### src/rtl/fibonacci_pkg.sv
// Shared register offsets, bit positions and FSM state type for the Fibonacci
// Wishbone peripheral.
package fibonacci_pkg;

  // Word offsets, i.e. adr[7:2]
  localparam logic [5:0] OFF_CTRL   = 6'h00;
  localparam logic [5:0] OFF_COUNT  = 6'h01;
  localparam logic [5:0] OFF_STAT   = 6'h02;
  localparam logic [5:0] OFF_RESULT = 6'h03;
  localparam logic [5:0] OFF_INDEX  = 6'h04;

  localparam int CTRL_START_BIT  = 0;
  localparam int CTRL_IRQ_EN_BIT = 1;

  localparam int STAT_BUSY_BIT = 0;
  localparam int STAT_DONE_BIT = 1;
  localparam int STAT_OVF_BIT  = 2;

  typedef enum logic {
    ST_IDLE = 1'b0,
    ST_RUN  = 1'b1
  } fib_state_t;

endpackage

### src/rtl/fibonacci_engine.sv
// Iterative Fibonacci engine: one term per cycle, N+1 busy cycles per run.
// START is ignored while running; there is no downstream backpressure.
module fibonacci_engine
  import fibonacci_pkg::*;
#(
  parameter int WIDTH = 32,
  parameter int IDX_W = 6
) (
  input  logic             clk,
  input  logic             rst_n,
  input  logic             start,
  input  logic [IDX_W-1:0] n,
  output logic             busy,
  output logic             done_pulse,
  output logic             ovf_set,
  output logic [WIDTH-1:0] result,
  output logic [WIDTH-1:0] value,
  output logic [IDX_W-1:0] idx
);

  fib_state_t       state_q, state_d;
  logic [WIDTH-1:0] a_q;
  logic [WIDTH:0]   b_q;
  logic [IDX_W-1:0] idx_q;
  logic [IDX_W-1:0] n_q;
  logic [WIDTH-1:0] result_q;
  logic             last;

  assign last = (idx_q == n_q);

  always_ff @(posedge clk or negedge rst_n) begin
    if (!rst_n) state_q <= ST_IDLE;
    else        state_q <= state_d;
  end

  always_comb begin
    state_d = state_q;
    case (state_q)
      ST_IDLE: if (start) state_d = ST_RUN;
      ST_RUN:  if (last)  state_d = ST_IDLE;
      default: state_d = ST_IDLE;
    endcase
  end

  assign busy       = (state_q == ST_RUN);
  assign done_pulse = busy && last;
  // Only a carry that actually moves into a counts as overflow
  assign ovf_set    = busy && !last && b_q[WIDTH];

  always_ff @(posedge clk or negedge rst_n) begin
    if (!rst_n) begin
      a_q      <= '0;
      b_q      <= '0;
      idx_q    <= '0;
      n_q      <= '0;
      result_q <= '0;
    end else if (state_q == ST_IDLE) begin
      if (start) begin
        a_q   <= '0;
        b_q   <= {{WIDTH{1'b0}}, 1'b1};
        idx_q <= '0;
        n_q   <= n;
      end
    end else if (last) begin
      result_q <= a_q;
    end else begin
      a_q   <= b_q[WIDTH-1:0];
      b_q   <= {1'b0, a_q} + {1'b0, b_q[WIDTH-1:0]};
      idx_q <= idx_q + 1'b1;
    end
  end

  assign result = result_q;
  assign value  = a_q;
  assign idx    = idx_q;

endmodule

### src/rtl/fibonacci_wb_regs.sv
// Wishbone classic slave registers around the Fibonacci engine; ack one cycle after
// request, one ack per two cycles on a held strobe, misses never acked.
module fibonacci_wb_regs
  import fibonacci_pkg::*;
#(
  parameter logic [31:0] BASE_ADDR = 32'h3000_0000,
  parameter int          WIDTH     = 32,
  parameter int          IDX_W     = 6
) (
  input  logic             wb_clk_i,
  input  logic             wb_rst_n_i,
  input  logic             wbs_stb_i,
  input  logic             wbs_cyc_i,
  input  logic             wbs_we_i,
  input  logic [3:0]       wbs_sel_i,
  input  logic [31:0]      wbs_adr_i,
  input  logic [31:0]      wbs_dat_i,
  output logic             wbs_ack_o,
  output logic [31:0]      wbs_dat_o,
  output logic [WIDTH-1:0] fib_value_o,
  output logic             busy_o,
  output logic             irq_o
);

  logic             hit, req, wr, ack_q;
  logic [5:0]       off;
  logic             start, start_acc, stat_wr;
  logic             irq_en_q, done_q, ovf_q;
  logic [IDX_W-1:0] count_q;
  logic             busy, done_pulse, ovf_set;
  logic [WIDTH-1:0] result;
  logic [IDX_W-1:0] idx;
  logic [31:0]      rd_dat;
  logic             unused_ok;

  assign hit = (wbs_adr_i[31:8] == BASE_ADDR[31:8]);
  assign req = wbs_stb_i && wbs_cyc_i && hit;
  assign off = wbs_adr_i[7:2];
  // Writes land on the edge that closes the ack cycle
  assign wr  = ack_q && req && wbs_we_i;

  assign start     = wr && (off == OFF_CTRL) && wbs_sel_i[0] && wbs_dat_i[CTRL_START_BIT];
  assign start_acc = start && !busy;
  assign stat_wr   = wr && (off == OFF_STAT) && wbs_sel_i[0];

  always_ff @(posedge wb_clk_i or negedge wb_rst_n_i) begin
    if (!wb_rst_n_i) begin
      ack_q    <= 1'b0;
      irq_en_q <= 1'b0;
      count_q  <= '0;
      done_q   <= 1'b0;
      ovf_q    <= 1'b0;
    end else begin
      ack_q <= req && !ack_q;
      if (wr && (off == OFF_CTRL) && wbs_sel_i[0])
        irq_en_q <= wbs_dat_i[CTRL_IRQ_EN_BIT];
      for (int i = 0; i < IDX_W; i++)
        if (wr && (off == OFF_COUNT) && wbs_sel_i[i/8])
          count_q[i] <= wbs_dat_i[i];
      // A completing run beats a same-cycle W1C
      done_q <= done_pulse ||
                (done_q && !(start_acc || (stat_wr && wbs_dat_i[STAT_DONE_BIT])));
      ovf_q  <= ovf_set ||
                (ovf_q && !(start_acc || (stat_wr && wbs_dat_i[STAT_OVF_BIT])));
    end
  end

  fibonacci_engine #(
    .WIDTH (WIDTH),
    .IDX_W (IDX_W)
  ) u_engine (
    .clk        (wb_clk_i),
    .rst_n      (wb_rst_n_i),
    .start      (start),
    .n          (count_q),
    .busy       (busy),
    .done_pulse (done_pulse),
    .ovf_set    (ovf_set),
    .result     (result),
    .value      (fib_value_o),
    .idx        (idx)
  );

  always_comb begin
    rd_dat = '0;
    case (off)
      OFF_CTRL:   rd_dat[CTRL_IRQ_EN_BIT] = irq_en_q;
      OFF_COUNT:  rd_dat[IDX_W-1:0] = count_q;
      OFF_STAT: begin
        rd_dat[STAT_BUSY_BIT] = busy;
        rd_dat[STAT_DONE_BIT] = done_q;
        rd_dat[STAT_OVF_BIT]  = ovf_q;
      end
      OFF_RESULT: rd_dat[WIDTH-1:0] = result;
      OFF_INDEX:  rd_dat[IDX_W-1:0] = idx;
      default:    rd_dat = '0;
    endcase
  end

  assign wbs_ack_o = ack_q;
  assign wbs_dat_o = ack_q ? rd_dat : 32'h0;
  assign busy_o    = busy;
  assign irq_o     = done_q && irq_en_q;

  assign unused_ok = ^{wbs_adr_i[1:0], wbs_sel_i, wbs_dat_i};

endmodule

### config.mk
export PLATFORM = sky130hd
export DESIGN_NAME = fibonacci_wb_regs
export DESIGN_NICKNAME = d
export VERILOG_FILES = /design/src/rtl/fibonacci_pkg.sv /design/src/rtl/fibonacci_engine.sv /design/src/rtl/fibonacci_wb_regs.sv
export SDC_FILE = /design/constraint.sdc
export NUM_CORES = 1
export LEC_CHECK = 0
export BUFFER_PORTS_ARGS = -buffer_cell sky130_fd_sc_hd__buf_2
export CORE_ASPECT_RATIO = 0.9
export CORE_MARGIN = 3
export CORE_UTILIZATION = 30
export CTS_BUF_LIST = sky130_fd_sc_hd__clkbuf_16
export CTS_CLUSTER_DIAMETER = 120
export DETAILED_ROUTE_END_ITERATION = 8
export GPL_ROUTABILITY_DRIVEN = 0
export PLACE_DENSITY = 0.54
export RECOVER_POWER = 50
export SETUP_SLACK_MARGIN = 0.3
export SLEW_MARGIN = 30
export SYNTH_ARGS = -nofsm -noshare
export SYNTH_HDL_FRONTEND = slang
export SYNTH_SLANG_ARGS = --single-unit
### constraint.sdc
create_clock -name wb_clk_i -period 6.4 [get_ports wb_clk_i]
set_clock_uncertainty 0.1 [all_clocks]
set_input_delay 0.32 -clock wb_clk_i [delete_from_list [all_inputs] [get_ports wb_clk_i]]
set_output_delay 0.32 -clock wb_clk_i [all_outputs]
set_load 0.05 [all_outputs]
==> metrics.txt, run 1 <==
CP cell instances dlygate4sd3_1, buf_6, clkbuf_1; synth unique cells 62; cell taking the most area after synthesis dfrtp_1; hold crit path type in2reg; Placement Rows 51; register-to-register setup slack 3.18 ns; first-pass GRT wire length 27,900 um; Worst path max stage delay 2.00 ns; Cell Pwr Density 206 nW/um^2; max-cap check violation count 1; clock latency on the worst-skew pair 0.43 ns; maximum net fanout on the critical path 72; Crit Path Class in2async; total track usage 0.144; fin crit share 0.565; total gr overflow 0; core area 22,000 sq um; synth cell count leaders 129 x nand2_1, 120 x dfrtp_1, 71 x o21ai_0; final setup vio count 0; number of synthesized flops with an enable pin 0; ys flop type dfrtp_1; vias per cell 4.91; CP endpoint count_q[0]$_DFFE_PN0P_; crit path launch wb_rst_n_i; Avg Cell Area, Syn 9.39 sq um; synth top area cells dfrtp_1 44%, mux2_2 7.1%, nand2_1 7.1%; # diodes 0; Post-DRT Antenna Nets 0; DIE AREA 24,600 sq um; antenna violations before repair 1; routed vias 5,539; Reg2Reg Launch Point u_engine.value[0]$_DFFE_PN0P_; CTS sink cnt 120; CP max-delay cell clkbuf_1; violated checks capacitance limit, slew limit; mapped cell area 6820 sq um; Final Util 0.371; maximum vdd ir drop 158 uV; clock slew at reported path FFs 0.05 ns; Area Overhead vs Synth 19.3%; min cycle time layout 3.61 ns; syn nets 833; pin count of the biggest net entering global routing 85; Yosys top cell area share 0.441; Die Y 149 um; max-slew violation count 50; vias in the first global route 5,285; number of buffers created by CTS 17; H-Tree Depth 4; WL final 17,000 um; initial core utilization 0.311; Pleak 0.00381 uW; # fillers 2,286; first-pass iteration count of the detailed router 6; Worst R2R Path Depth 11; count leader, synth nand2_1; ys async rst share 1.00; reg-to-reg endpoint u_engine.b_q[30]$_DFFE_PN0P_; io pins 140; Layout Nets 932; Port Buf Inserts 108; FF/Latch Area 3000 sq um; number of synthesized register bits 120; cells after synthesis 726; setup TNS 0 ns; Root Buffer clkbuf_16; crit start category primary input; Die W 165 um; Seq/Total Area, Yosys 0.441; highest clock rate 0.277 GHz; Rel. slew slack -0.832; wire length per cell 15.0 um; synth warn 0; Crit path arrival time 3.45 ns; status finished with violations; Clock Path Buffers 2; Post CTS Setup Buffer Count 0; RSZ-0062 raised after global routing no; actual slew at the worst max-slew pin 2.75 ns; DP HPWL 11,700 um; worst path required time 6.23 ns; CTS tree built; initial drt markers 305; layout cells sized above 1 0.191; Critical Path End Type asynchronous set/reset pin; Post-route DRC 0; Fin. Hold Viols 0; Multi-input gate area 3640 sq um
## metal layers
metal / vias to the layer above / part of all wire / global-route usage
met3: 18 / 0.041 / 0.0339
li1: 2783 / - / -
met2: 91 / 0.45 / 0.213
met5: - / 0 / 0
met1: 2647 / 0.50 / 0.204
met4: 0 / 0.014 / 0.0507
## layout make-up
cell class,instances,area share
repair buffers,115,0.0680
clock buffers,17,0.0523
flip-flops and latches,120,0.369
well taps,291,0.0448
clock inverters,15,0.0138
multi-input cells,561,0.447
inverters,10,0.00461
## logic make-up (layout without fill, tap and decap cells)
logic type | Yosys count | in the layout | share of synthesized area
AND/OR/NAND/NOR | 276 | 276 | 0.197
AO/OA/AOI/OAI | 175 | 175 | 0.155
flip-flops | 120 | 120 | 0.441
multiplexers | 46 | 46 | 0.0773
buffers and inverters | 45 | 157 | 0.0279
adder cells (fa/ha/maj) | 34 | 34 | 0.0635
XOR/XNOR | 30 | 30 | 0.0385
## layout by cell type (no fill, tap or decap), types with 5 or more instances in the layout
master	Yosys	layout
inv_1	10	10
buf_2	5	71
and3_1	7	6
nor2_1	24	24
nor4_1	7	6
ha_1	33	33
nand4_1	8	8
o21ai_1	16	16
clkbuf_1	27	37
xnor2_1	13	13
nand2_1	129	128
clkbuf_16	0	17
a22oi_1	7	7
dfrtp_1	120	120
nand3_1	31	31
and2_1	32	31
a21o_1	10	10
nor2b_1	6	6
buf_4	0	5
o21ai_0	71	71
nor3_1	8	8
xor2_1	17	17
mux2_2	43	43
a21oi_1	36	36
## worst min path at each step
stage / startpoint / end / depth (start not counted)
2_1_floorplan: wb_rst_n_i / count_q[0]$_DFFE_PN0P_ / 0
3_3_place_gp: u_engine.n_q[3]$_DFFE_PN0P_ / u_engine.n_q[3]$_DFFE_PN0P_ / 2
3_5_place_dp: u_engine.n_q[4]$_DFFE_PN0P_ / u_engine.n_q[4]$_DFFE_PN0P_ / 2
4_1_cts: wbs_dat_i[4] / count_q[4]$_DFFE_PN0P_ / 2
5_1_grt: wbs_dat_i[4] / count_q[4]$_DFFE_PN0P_ / 2
6_report: wbs_dat_i[4] / count_q[4]$_DFFE_PN0P_ / 2
## sequential cells by signal, indices dropped and copies added, names as in the netlist
name and count:
done_q 1, wbs_ack_o 1, u_engine.b_q 33, u_engine.value 32, u_engine.n_q 6, u_engine.idx 6
u_engine.busy 1, count_q 6, ovf_q 1, irq_en_q 1, u_engine.result 32
## timing repair
action / CTS / global route
gates resized for setup: 0 / 0
hold endpoints to repair: 71 / 0
hold buffers: 1 / 0
## metrics by stage
| step | cells | hold slack [ns] | cell area (sq um) | setup slack, ns | total power [uW] |
|---|---|---|---|---|---|
| global placement | 1096 | 0.372 | 7620 | 3.08 | 808 |
| global route | 1129 | 0.0208 | 8140 | 2.06 | 1750 |
| finish | 1129 | 0.0283 | 8140 | 2.79 | 1680 |
| detailed placement | 1096 | 0.381 | 7630 | 3.02 | 808 |
| floorplan | 726 | -0.0756 | 6820 | 3.20 | 778 |
| CTS | 1129 | 0.00505 | 8170 | 3.19 | 1710 |
## worst max-delay path, delay by kind of cell
family / cells / cell delay, ns
buffers and inverters: 3 / 3.07
## where the power goes
| part | internal, uW | switching (uW) | total [uW] |
|---|---|---|---|
| Clock | 524 | 362 | 886 |
| Sequential | 759 | 0.000000524 | 759 |
| Combinational | 12.4 | 21.8 | 34.2 |
No activity file was read; power rests on OpenSTA's default activity.
==> inputs of run 2 (changes only) <==
--- a/config.mk
+++ b/config.mk
@@ -5,6 +5,7 @@
 export SDC_FILE = /design/constraint.sdc
 export NUM_CORES = 1
 export LEC_CHECK = 0
+export ABC_AREA = 1
 export BUFFER_PORTS_ARGS = -buffer_cell sky130_fd_sc_hd__buf_2
 export CORE_ASPECT_RATIO = 0.9
 export CORE_MARGIN = 3
@@ -13,7 +14,7 @@
 export CTS_CLUSTER_DIAMETER = 120
 export DETAILED_ROUTE_END_ITERATION = 8
 export GPL_ROUTABILITY_DRIVEN = 0
-export PLACE_DENSITY = 0.54
+export PLACE_DENSITY = 0.53
 export RECOVER_POWER = 50
 export SETUP_SLACK_MARGIN = 0.3
 export SLEW_MARGIN = 30
==> constraint.sdc (replaced) <==
create_clock -name wb_clk_i -period 3.6 [get_ports wb_clk_i]
set_clock_uncertainty 0.1 [all_clocks]
set_input_delay 0.18 -clock wb_clk_i [delete_from_list [all_inputs] [get_ports wb_clk_i]]
set_output_delay 0.18 -clock wb_clk_i [all_outputs]
set_load 0.05 [all_outputs]
==> run 2 against run 1 <==
Against the previous run: via count rose by 29%; power rose by 82%; the flow still finishes with violations (capacitance limit, slew limit); hold slack improved by 0.017 ns; largest cell class unchanged.
==> metrics.txt, run 2 <==
maximum vdd ir drop 308 uV; # diodes 0; CTS tree built; total gr overflow 0; ys flop type dfrtp_1; Setup WS pre-CTS 1.19 ns; initial core utilization 0.307; Post-DRT Antenna Nets 0; initial drt markers 432; Crit Path Class reg2reg; routed vias 7,167; Post-route DRC 0; Placement Rows 55; Die Y 159 um; clock slew at reported path FFs 0.06 ns; ys async rst share 1.00; first-pass iteration count of the detailed router 5; max-cap check violation count 1; Crit path arrival time 2.71 ns; min cycle time layout 2.45 ns; Critical Path End Type flop; CP max-delay cell fa_1; status finished with violations; core area 25,300 sq um; first-pass GRT wire length 35,700 um; Pleak 0.00484 uW; # fillers 2,784; max-slew violation count 121; pin count of the biggest net entering global routing 121; Cell Pwr Density 333 nW/um^2; CP cell instances ha_1, inv_1, fa_1, o21ai_1, nand2_1, nand2_1, inv_1, o21ai_1, nand2_1, nand2_1, nand2_1, nand2_1; Root Buffer clkbuf_16; Seq/Total Area, Yosys 0.386; fin crit share 0.682; antenna violations before repair 0; DP HPWL 15,900 um; Worst path max stage delay 0.45 ns; setup TNS 0 ns; number of buffers created by CTS 17; total track usage 0.156; number of synthesized flops with an enable pin 0; synth warn 0; synth unique cells 39; H-Tree Depth 4; DIE AREA 27,900 sq um; Reg with most FFs u_engine.b_q; vias in the first global route 6,879; io pins 140; CP dominant cell by count nand2_1; commonest non-fill, non-tap cell in the layout nand2_1; clock latency on the worst-skew pair 0.42 ns; number of synthesized register bits 120; mapped cell area 7770 sq um; hold crit path type in2reg; worst path required time 3.85 ns; Fin. Hold Viols 0; count leader, synth nand2_1; Layout Nets 1,339; Yosys top cell area share 0.386; Die W 176 um; Area Overhead vs Synth 18.1%; most frequent cells in the layout 374 x nand2_1, 188 x inv_1, 120 x dfrtp_1; synth top area cells dfrtp_1 39%, nand2_1 18%, inv_1 9.0%; maximum net fanout on the critical path 4; final setup vio count 0; layout cells sized above 1 0.107; Port Buf Inserts 108; vias per cell 4.52; Rel. slew slack -0.113; wire length per cell 13.4 um; cell taking the most area after synthesis dfrtp_1; WL final 21,200 um; CTS sink cnt 120; setup slack after layout 1.15 ns; actual slew at the worst max-slew pin 1.67 ns; RSZ-0062 raised after global routing no; violated checks capacitance limit, slew limit; Clock Path Buffers 2; crit start category flop; cells after synthesis 1,121; Avg Cell Area, Syn 6.93 sq um; synth cell count leaders 374 x nand2_1, 186 x inv_1, 120 x dfrtp_1; syn nets 1,228; max FFs per register 33; highest clock rate 0.407 GHz
## run 2: path summary, 6_finish.rpt
kind / startpoint / endpoint / slack, ns / cells after the start
min in group asynchronous: wb_rst_n_i / u_engine.result[23]$_DFFE_PN0P_ / 0.74 / 3
setup reg to reg: u_engine.value[0]$_DFFE_PN0P_ / u_engine.b_q[32]$_DFFE_PN0P_ / 1.15 / 12
max in group asynchronous: wb_rst_n_i / u_engine.b_q[6]$_DFFE_PN0P_ / 1.59 / 3
hold / removal: wbs_adr_i[31] / wbs_ack_o$_DFF_PN0_ / 0.05 / 4
hold reg to reg: count_q[2]$_DFFE_PN0P_ / count_q[2]$_DFFE_PN0P_ / 0.37 / 2
setup / recovery: u_engine.value[0]$_DFFE_PN0P_ / u_engine.b_q[32]$_DFFE_PN0P_ / 1.15 / 12
## run 2: cells by family after synthesis
logic type | Yosys count | synth area share
simple gates | 622 | 0.335
buf+inv | 219 | 0.121
flops | 120 | 0.386
compound gates | 110 | 0.0837
fa+ha+maj | 34 | 0.0557
xor+xnor | 16 | 0.0180
## run 2: stage by stage
stage | cells | total power (uW) | utilization | hold slack (ns) | cell area, sq um
after floorplan | 1121 | 1380 | - | -0.216 | 7770
final | 1587 | 3060 | 0.362 | 0.0450 | 9180
after detailed placement | 1548 | 1440 | 0.340 | 0.238 | 8600
after global routing | 1587 | 3170 | 0.362 | 0.0634 | 9180
after CTS | 1587 | 3100 | 0.365 | 0.0298 | 9230
after global placement | 1548 | 1440 | 0.340 | 0.244 | 8600
## run 2: layer usage
metal  global-route usage  up-vias  wire (um)
li1                     -     3727          -
met1                0.230     3308      10900
met2                0.240      122       9230
met3               0.0287       10        888
met4               0.0324        0        172
met5                    0        -          0
## run 2: timing repair
action,4_1_cts,5_1_grt
hold buffers,7,0
buffers inserted,0,0
resized for setup,0,0
endpoints found under the hold margin,127,0
## run 2: power by group
group          internal, uW  total, uW  switching [uW]
clock network          1010       1650             640
logic                  24.8       65.3            40.4
registers              1350       1350     0.000000969
total                  2380       3060             681
## run 2: area by class of cell
class | count | area (sq um) | share of cell area
multi-input combinational | 782 | 3840 | 0.418
sequential | 120 | 3000 | 0.327
inverter | 190 | 718 | 0.0782
timing repair buffer | 121 | 631 | 0.0687
tap | 342 | 428 | 0.0466
clock buffer | 17 | 425 | 0.0463
clock inverter | 15 | 138 | 0.0150
## run 2: worst max-delay path, delay by kind of cell, from the launching register on
kind	cells	cell delay, ns
AO/OA/AOI/OAI	2	0.51
adder cells (fa/ha/maj)	2	0.69
buffers and inverters	2	0.13
flip-flops	1	0.41
AND/OR/NAND/NOR	6	0.54
